$ cat config.mk
export PLATFORM = sky130hd
export DESIGN_NAME = multicycle_control_unit
export DESIGN_NICKNAME = d
export VERILOG_FILES = /design/src/rtl/multicycle_control_unit.sv
export SDC_FILE = /design/constraint.sdc
export NUM_CORES = 1
export LEC_CHECK = 0
export CAP_MARGIN = 20
export CORE_MARGIN = 2
export CORE_UTILIZATION = 47
export DETAILED_ROUTE_END_ITERATION = 8
export GPL_TIMING_DRIVEN = 0
export PLACE_DENSITY_LB_ADDON = 0.25
export SYNTH_ARGS = -nofsm -noshare
export SYNTH_HDL_FRONTEND = slang
export SYNTH_SLANG_ARGS = --single-unit
$ cat constraint.sdc
create_clock -name clk -period 2.97 [get_ports clk]
set_input_delay 0.4455 -clock clk [delete_from_list [all_inputs] [get_ports clk]]
set_output_delay 0.4455 -clock clk [all_outputs]
set_load 0.05 [all_outputs]
$ cat src/rtl/multicycle_control_unit.sv
// Multi-cycle control FSM for the 16-bit RISC core: FETCH/DECODE/EXEC/MEM/WB
// sequencing with imem/dmem ready handshakes and a bounded data-memory wait.
module multicycle_control_unit #(
  parameter int OPCODE_W = 4,
  parameter int ALU_OP_W = 3,
  parameter int TIMEOUT  = 15
) (
  input  logic                clk,
  input  logic                rst_n,
  input  logic [OPCODE_W-1:0] opcode_i,
  input  logic                zero_i,
  input  logic                imem_ready_i,
  input  logic                dmem_ready_i,
  output logic                imem_rd_o,
  output logic                ir_wr_o,
  output logic                pc_wr_o,
  output logic [1:0]          pc_src_o,
  output logic [ALU_OP_W-1:0] alu_op_o,
  output logic                alu_src_o,
  output logic                reg_dst_o,
  output logic                jump_o,
  output logic                cmp_o,
  output logic                reg_wr_o,
  output logic                mem_rd_o,
  output logic                mem_wr_o,
  output logic                mem_to_reg_o,
  output logic                instr_done_o,
  output logic                illegal_op_o,
  output logic                mem_timeout_o,
  output logic [2:0]          state_o
);

  localparam int CNT_W = (TIMEOUT > 0) ? $clog2(TIMEOUT + 1) : 1;
  localparam logic [CNT_W-1:0] CNT_MAX = CNT_W'(TIMEOUT);

  localparam logic [3:0] OP_SLT  = 4'd5;
  localparam logic [3:0] OP_ADDI = 4'd6;
  localparam logic [3:0] OP_LW   = 4'd7;
  localparam logic [3:0] OP_SW   = 4'd8;
  localparam logic [3:0] OP_BEQ  = 4'd9;
  localparam logic [3:0] OP_JMP  = 4'd10;

  typedef enum logic [2:0] {
    S_RESET  = 3'd0,
    S_FETCH  = 3'd1,
    S_DECODE = 3'd2,
    S_EXEC   = 3'd3,
    S_MEM    = 3'd4,
    S_WB     = 3'd5
  } state_e;

  state_e           state_q, state_d;
  logic [3:0]       op_q, op_d;
  logic [CNT_W-1:0] cnt_q, cnt_d;

  // Any set bit above the 4 decoded opcode bits makes the instruction illegal.
  logic op_hi_nz;
  generate
    if (OPCODE_W > 4) begin : g_op_hi
      assign op_hi_nz = |opcode_i[OPCODE_W-1:4];
    end else begin : g_op_no_hi
      assign op_hi_nz = 1'b0;
    end
  endgenerate

  logic op_legal;
  assign op_legal = !op_hi_nz && (opcode_i[3:0] <= OP_JMP);

  logic is_rtype, is_addi, is_lw, is_sw, is_beq, is_jmp;
  assign is_rtype = (op_q <= OP_SLT);
  assign is_addi  = (op_q == OP_ADDI);
  assign is_lw    = (op_q == OP_LW);
  assign is_sw    = (op_q == OP_SW);
  assign is_beq   = (op_q == OP_BEQ);
  assign is_jmp   = (op_q == OP_JMP);

  // Datapath controls implied by the latched opcode; EXEC drives them and
  // MEM keeps the address-generating ALU setup stable during the access.
  logic [ALU_OP_W-1:0] ex_alu_op;
  logic                ex_alu_src, ex_reg_dst, ex_cmp, ex_jump;

  always_comb begin
    ex_alu_op  = '0;
    ex_alu_src = 1'b0;
    ex_reg_dst = 1'b0;
    ex_cmp     = 1'b0;
    ex_jump    = 1'b0;
    if (is_rtype) begin
      ex_alu_op  = ALU_OP_W'(op_q[2:0]);
      ex_reg_dst = 1'b1;
    end else if (is_addi || is_lw || is_sw) begin
      ex_alu_src = 1'b1;
    end else if (is_beq) begin
      ex_alu_op  = ALU_OP_W'(3'd1);
      ex_cmp     = 1'b1;
    end else if (is_jmp) begin
      ex_jump    = 1'b1;
    end
  end

  always_ff @(posedge clk or negedge rst_n) begin
    if (!rst_n) begin
      state_q <= S_RESET;
      op_q    <= 4'd0;
      cnt_q   <= '0;
    end else begin
      state_q <= state_d;
      op_q    <= op_d;
      cnt_q   <= cnt_d;
    end
  end

  always_comb begin
    state_d       = state_q;
    op_d          = op_q;
    cnt_d         = cnt_q;
    imem_rd_o     = 1'b0;
    ir_wr_o       = 1'b0;
    pc_wr_o       = 1'b0;
    pc_src_o      = 2'd0;
    alu_op_o      = '0;
    alu_src_o     = 1'b0;
    reg_dst_o     = 1'b0;
    jump_o        = 1'b0;
    cmp_o         = 1'b0;
    reg_wr_o      = 1'b0;
    mem_rd_o      = 1'b0;
    mem_wr_o      = 1'b0;
    mem_to_reg_o  = 1'b0;
    instr_done_o  = 1'b0;
    illegal_op_o  = 1'b0;
    mem_timeout_o = 1'b0;

    case (state_q)
      S_RESET: begin
        state_d = S_FETCH;
      end

      S_FETCH: begin
        imem_rd_o = 1'b1;
        if (imem_ready_i) begin
          ir_wr_o  = 1'b1;
          pc_wr_o  = 1'b1;
          pc_src_o = 2'd0;
          state_d  = S_DECODE;
        end
      end

      S_DECODE: begin
        op_d = opcode_i[3:0];
        if (!op_legal) begin
          illegal_op_o = 1'b1;
          state_d      = S_FETCH;
        end else begin
          state_d = S_EXEC;
        end
      end

      S_EXEC: begin
        alu_op_o  = ex_alu_op;
        alu_src_o = ex_alu_src;
        reg_dst_o = ex_reg_dst;
        cmp_o     = ex_cmp;
        jump_o    = ex_jump;
        if (is_rtype || is_addi) begin
          state_d = S_WB;
        end else if (is_lw || is_sw) begin
          cnt_d   = '0;
          state_d = S_MEM;
        end else if (is_beq) begin
          if (zero_i) begin
            pc_wr_o  = 1'b1;
            pc_src_o = 2'd1;
          end
          instr_done_o = 1'b1;
          state_d      = S_FETCH;
        end else if (is_jmp) begin
          pc_wr_o      = 1'b1;
          pc_src_o     = 2'd2;
          instr_done_o = 1'b1;
          state_d      = S_FETCH;
        end else begin
          state_d = S_FETCH;
        end
      end

      S_MEM: begin
        alu_op_o  = ex_alu_op;
        alu_src_o = ex_alu_src;
        mem_rd_o  = is_lw;
        mem_wr_o  = is_sw;
        // The strobe stays up through the last allowed wait cycle so a
        // completion landing exactly at the limit still wins over the abort.
        if (dmem_ready_i) begin
          if (is_lw) begin
            state_d = S_WB;
          end else begin
            instr_done_o = 1'b1;
            state_d      = S_FETCH;
          end
        end else if ((TIMEOUT != 0) && (cnt_q == CNT_MAX)) begin
          mem_timeout_o = 1'b1;
          state_d       = S_FETCH;
        end else if (cnt_q != CNT_MAX) begin
          cnt_d = cnt_q + 1'b1;
        end
      end

      S_WB: begin
        reg_wr_o     = 1'b1;
        mem_to_reg_o = is_lw;
        reg_dst_o    = ex_reg_dst;
        instr_done_o = 1'b1;
        state_d      = S_FETCH;
      end

      default: begin
        state_d = S_RESET;
      end
    endcase
  end

  assign state_o = state_q;

endmodule

Yosys cells after proc, flatten, opt, wreduce, memory -nomap -nowiden --
Cells that the tools add are included.
Storage, ports and cells: bits in registers 11, output and inout bits 22, word-level logic and storage cells 97, input bits 9
Cells by class: add/sub/neg operators 1, eq/ne operators 19, reduce and logical (&&, ||, !) cells 11, magnitude comparators 2, mux-type cells 61
Operators by type and width (count):
- $mux 1 | 38
- $mux 3 | 8
- $mux 4 | 5
- $eq 4x4->1 const B | 4
- $pmux 3 s5 | 1
- $mux 2 | 6
- $ne 2x2->1 const B | 6
- $eq 4x3->1 const B | 2
- $pmux 4 s2 | 1
- $eq 3x2->1 const B | 2
- $eq 3x3->1 const B | 2
- $reduce_and 6->1 | 1
- $reduce_or 2->1 | 3
- $add 4x1->4 const B | 1
- $le 4x3->1 const B | 1
- $le 4x4->1 const B | 1
- $logic_or 1x1->1 | 4
- $ne 4x4->1 const B | 1
- $eq 3x1->1 const B | 1
- $logic_not 3->1 | 1
- $ne 3x3->1 const B | 1
- $pmux 1 s3 | 1
- $pmux 1 s2 | 1
- $reduce_and 2->1 | 1
- $reduce_bool 2->1 | 1

Logic depth before layout (Yosys ltp) --
depth in word-level cells 6, depth in mapped cells 6, depth with buffers taken out 4

Worst setup path before layout --
No wires, ideal clock.
path kind reg-to-output, start point register state_q[0], in the netlist state_o[0], end point output port pc_wr_o, cell stages (with the launch flop) 6, arrival 2.933 ns, path buffers 1, slack -0.408 ns, data required time 2.525 ns, path through dfrtp_1 -> clkbuf_1 -> nor2b_1 -> nor2b_1 -> and2_1 -> o21bai_1
On the way: longest elaborated chain between the ends 2, elaborated cells on any way between the ends 3, classes of those cells eq/ne: 2; mux: 1
Ends and longest elaborated chain:
- start, declared | line 52 | state_e state_q, state_d;
- start signal, assigned | line 107 | state_q <= state_d;
- $eq 3x2->1 or $eq 3x1->1 (tied branches) | line 134 | case (state_q)
- $pmux 1 s2 * | line 134
- end, declared | line 16 | output logic pc_wr_o,
Every way passes the cells marked *; elsewhere a longest branch is shown, timed or not.

Worst setup path in the final report --
start point register state_q[0], in the netlist state_o[0], end point output port ir_wr_o
On the way: longest elaborated chain between the ends 2
Ends and longest elaborated chain:
- $eq 3x1->1 | line 134
- $mux 1 | line 134
- end, declared | line 15 | output logic ir_wr_o,
Every way passes these cells.

==> reports/results.ini <==
[timing]
tightest_slew_ns = 0.5455
fin_skew_ns = 0.01761
fmax_mhz = 347.8
setup_violations = 0
fin_crit_sh_pct = 96.80
min_period_ns = 2.875
finalHoldViolCount = 0
rsz0062_at_grt = no
slew_headroom_pct = 63.52
slew_violations = 0
finalSetupTns_ns = 0

[setup_path]
cp.required_ns = 2.52
startpoint_type = register
cp_slowest_cell = clkdlybuf4s50_1
arrival_ns = 2.43
slowest_delay_ns = 0.83
crit_family = buffers and inverters
path_buf_inv = 2
startpoint = state_o[0]$_DFFE_PN0P_
path_cells = clkbuf_1 -> nor2b_1 -> nor2b_2 -> and2_1 -> clkdlybuf4s50_1
critPathMaxFanout = 9
reg2reg_from = state_o[0]$_DFFE_PN0P_
worstSetupPathType = reg2out
setup.worst_path.end_class = output pin

[status]
status = finished clean

[synth]
ys.flop_type = dfrtp_1
ys_seq_elements = 11
synth_warnings = 0
ys_seq_area_share_pct = 32.59
syn_area_um2 = 844.6
syn_nets = 103
synthCells = 93
async_flop_share_pct = 100.0
avgSynthCellArea_um2 = 9.081
synth_edf_count = 0
synth_cell_type_count = 37

[clocking]
clk_latency_ns = 0.29
cts_tree = done
path_clk_slew_ns = 0.09
cts_max_path_buffers = 2
cts_made_buffers = 3
root_buffer = clkbuf_4
cts_setup_buffers = 0
cts_max_level = 1
cts_hold_buf = 0
numClockSinks = 11

[place]
hpwlAfterDp_um = 1523
dpl-instance-area_um2 = 1179
place.gp.congestion = 0.7996
io_buffer_count = 30

[grt]
grt_pass1_wl_um = 3222
grt_max_degree = 12
grtUsageTotal_pct = 21.91
grt_remaining_overflow = 0
antenna_found_initial = 0
grt_pass1_vias = 665

[floorplanning]
start_util_pct = 49.45
die_w_um = 46.39
top_level_ports = 31
fp.dieH_um = 46.39
die_area_um2 = 2152
fp.coreArea_um2 = 1708
placementRows = 15

[layout]
multi_input_area_um2 = 525.5
syn_to_final_growth_pct = 43.26
drive_above_1_share_pct = 18.11
final_nets = 138
antennaDiodeCount = 0
final_common_cell = clkdlybuf4s50_1
num-fill-cells = 150
final_cell_mix = clkdlybuf4s50_1, dfrtp_1, nor2_1, nand2_1, dlygate4sd2_1
design_area_um2 = 1210
register_area_um2 = 275.3

[routing]
drtAntennaViolNets = 0
vias_per_cell = 5.579
vias = 848
drc = 0
avgRoutedWirePerCell_um = 14.26
drt_iter0_markers = 25
routed_wl_um = 2167
drt-pass1-iter-count = 4

[power]
powerDensity_nw_per_um2 = 1040
p_leak_nw = 0.5583
ir_worst_vdd_v = 0.0006196

[job]
drv_cap = 0

[hold_path]
hold_path_class = in2async

[metal layers]
| layer | part of all wire [%] | GRT usage [%] | vias to the layer above |
|---|---|---|---|
| met5 | 0 | 0 | - |
| met4 | 2.4 | 12.00 | 0 |
| met3 | 4.4 | 2.745 | 5 |
| met2 | 47 | 30.56 | 32 |
| li1 | - | - | 407 |
| met1 | 47 | 32.28 | 404 |
[layout make-up]
type                       instances  share of cell area [%]
buffer                             7                   4.757
clock buffer                       3                   1.861
clock inverter                     1                  0.4137
inverter                           1                  0.3102
multi-input combinational         74                   43.43
sequential                        11                   22.75
tap                               25                   2.585
timing repair buffer              30                   23.89
[power by group]
group          leakage, nW  switching (mW)  internal [mW]  total, mW
clock network       0.0177          0.0622         0.0501      0.112
registers            0.139          0.0474          0.211      0.259
logic                0.402           0.544          0.343      0.887
[Yosys cell counts (3+ instances only)]
cell type   n  share of area [%]
mux2_2      5                6.7
dfrtp_1    11                 33
and2_1      5                3.7
nor2b_1     3                2.2
buf_6       4                5.3
a21oi_1     6                3.6
o21ai_0     3                1.8
and3_1      3                2.2
a21o_1      3                2.7
nand3b_1    3                2.7
nor3b_1     3                2.7
nand2_1     7                3.1
nor2_1     10                4.4
[flip-flops by register name, summed over array words and instances (netlist names)]
signal / count
op_q: 4
cnt_q: 4
state_o: 3
[kinds of logic after synthesis]
kind of cell,synth area share (%)
compound gates,19.41
xor+xnor,1.037
fa+ha+maj,1.481
buf+inv,7.258
flops,32.59
mux,6.666
simple gates,31.56
[through the flow]
stage	util [%]	worst slack, ns	hold slack (ns)	power [mW]	std cells
floorplan	-	-0.3917	0.1499	0.9091	93
global placement	69.01	0.1667	0.5122	1.128	148
detailed placement	69.01	0.1181	0.5112	1.143	148
CTS	70.04	0.01615	0.5267	1.248	152
global route	70.84	0.01916	0.5537	1.323	152
finish	70.84	0.09510	0.4980	1.258	152
[path summary, 6_finish.rpt]
kind / endpoint / slack (ns) / cells past startpoint
min in group clk: cnt_q[1]$_DFFE_PN0P_ / 0.54 / 1
max: ir_wr_o / 0.1 / 5
max in group asynchronous: op_q[1]$_DFFE_PN0P_ / 2.09 / 1
min: cnt_q[3]$_DFFE_PN0P_ / 0.50 / 1
max reg2reg: cnt_q[0]$_DFFE_PN0P_ / 0.94 / 6
min reg2reg: cnt_q[1]$_DFFE_PN0P_ / 0.54 / 1
[what timing repair did]
| action | in CTS | in global routing |
|---|---|---|
| resized for setup | 8 | 6 |
| cloned | 0 | 0 |
| setup endpoints to repair | 8 | 5 |
Power figures use the tool's default switching activity.
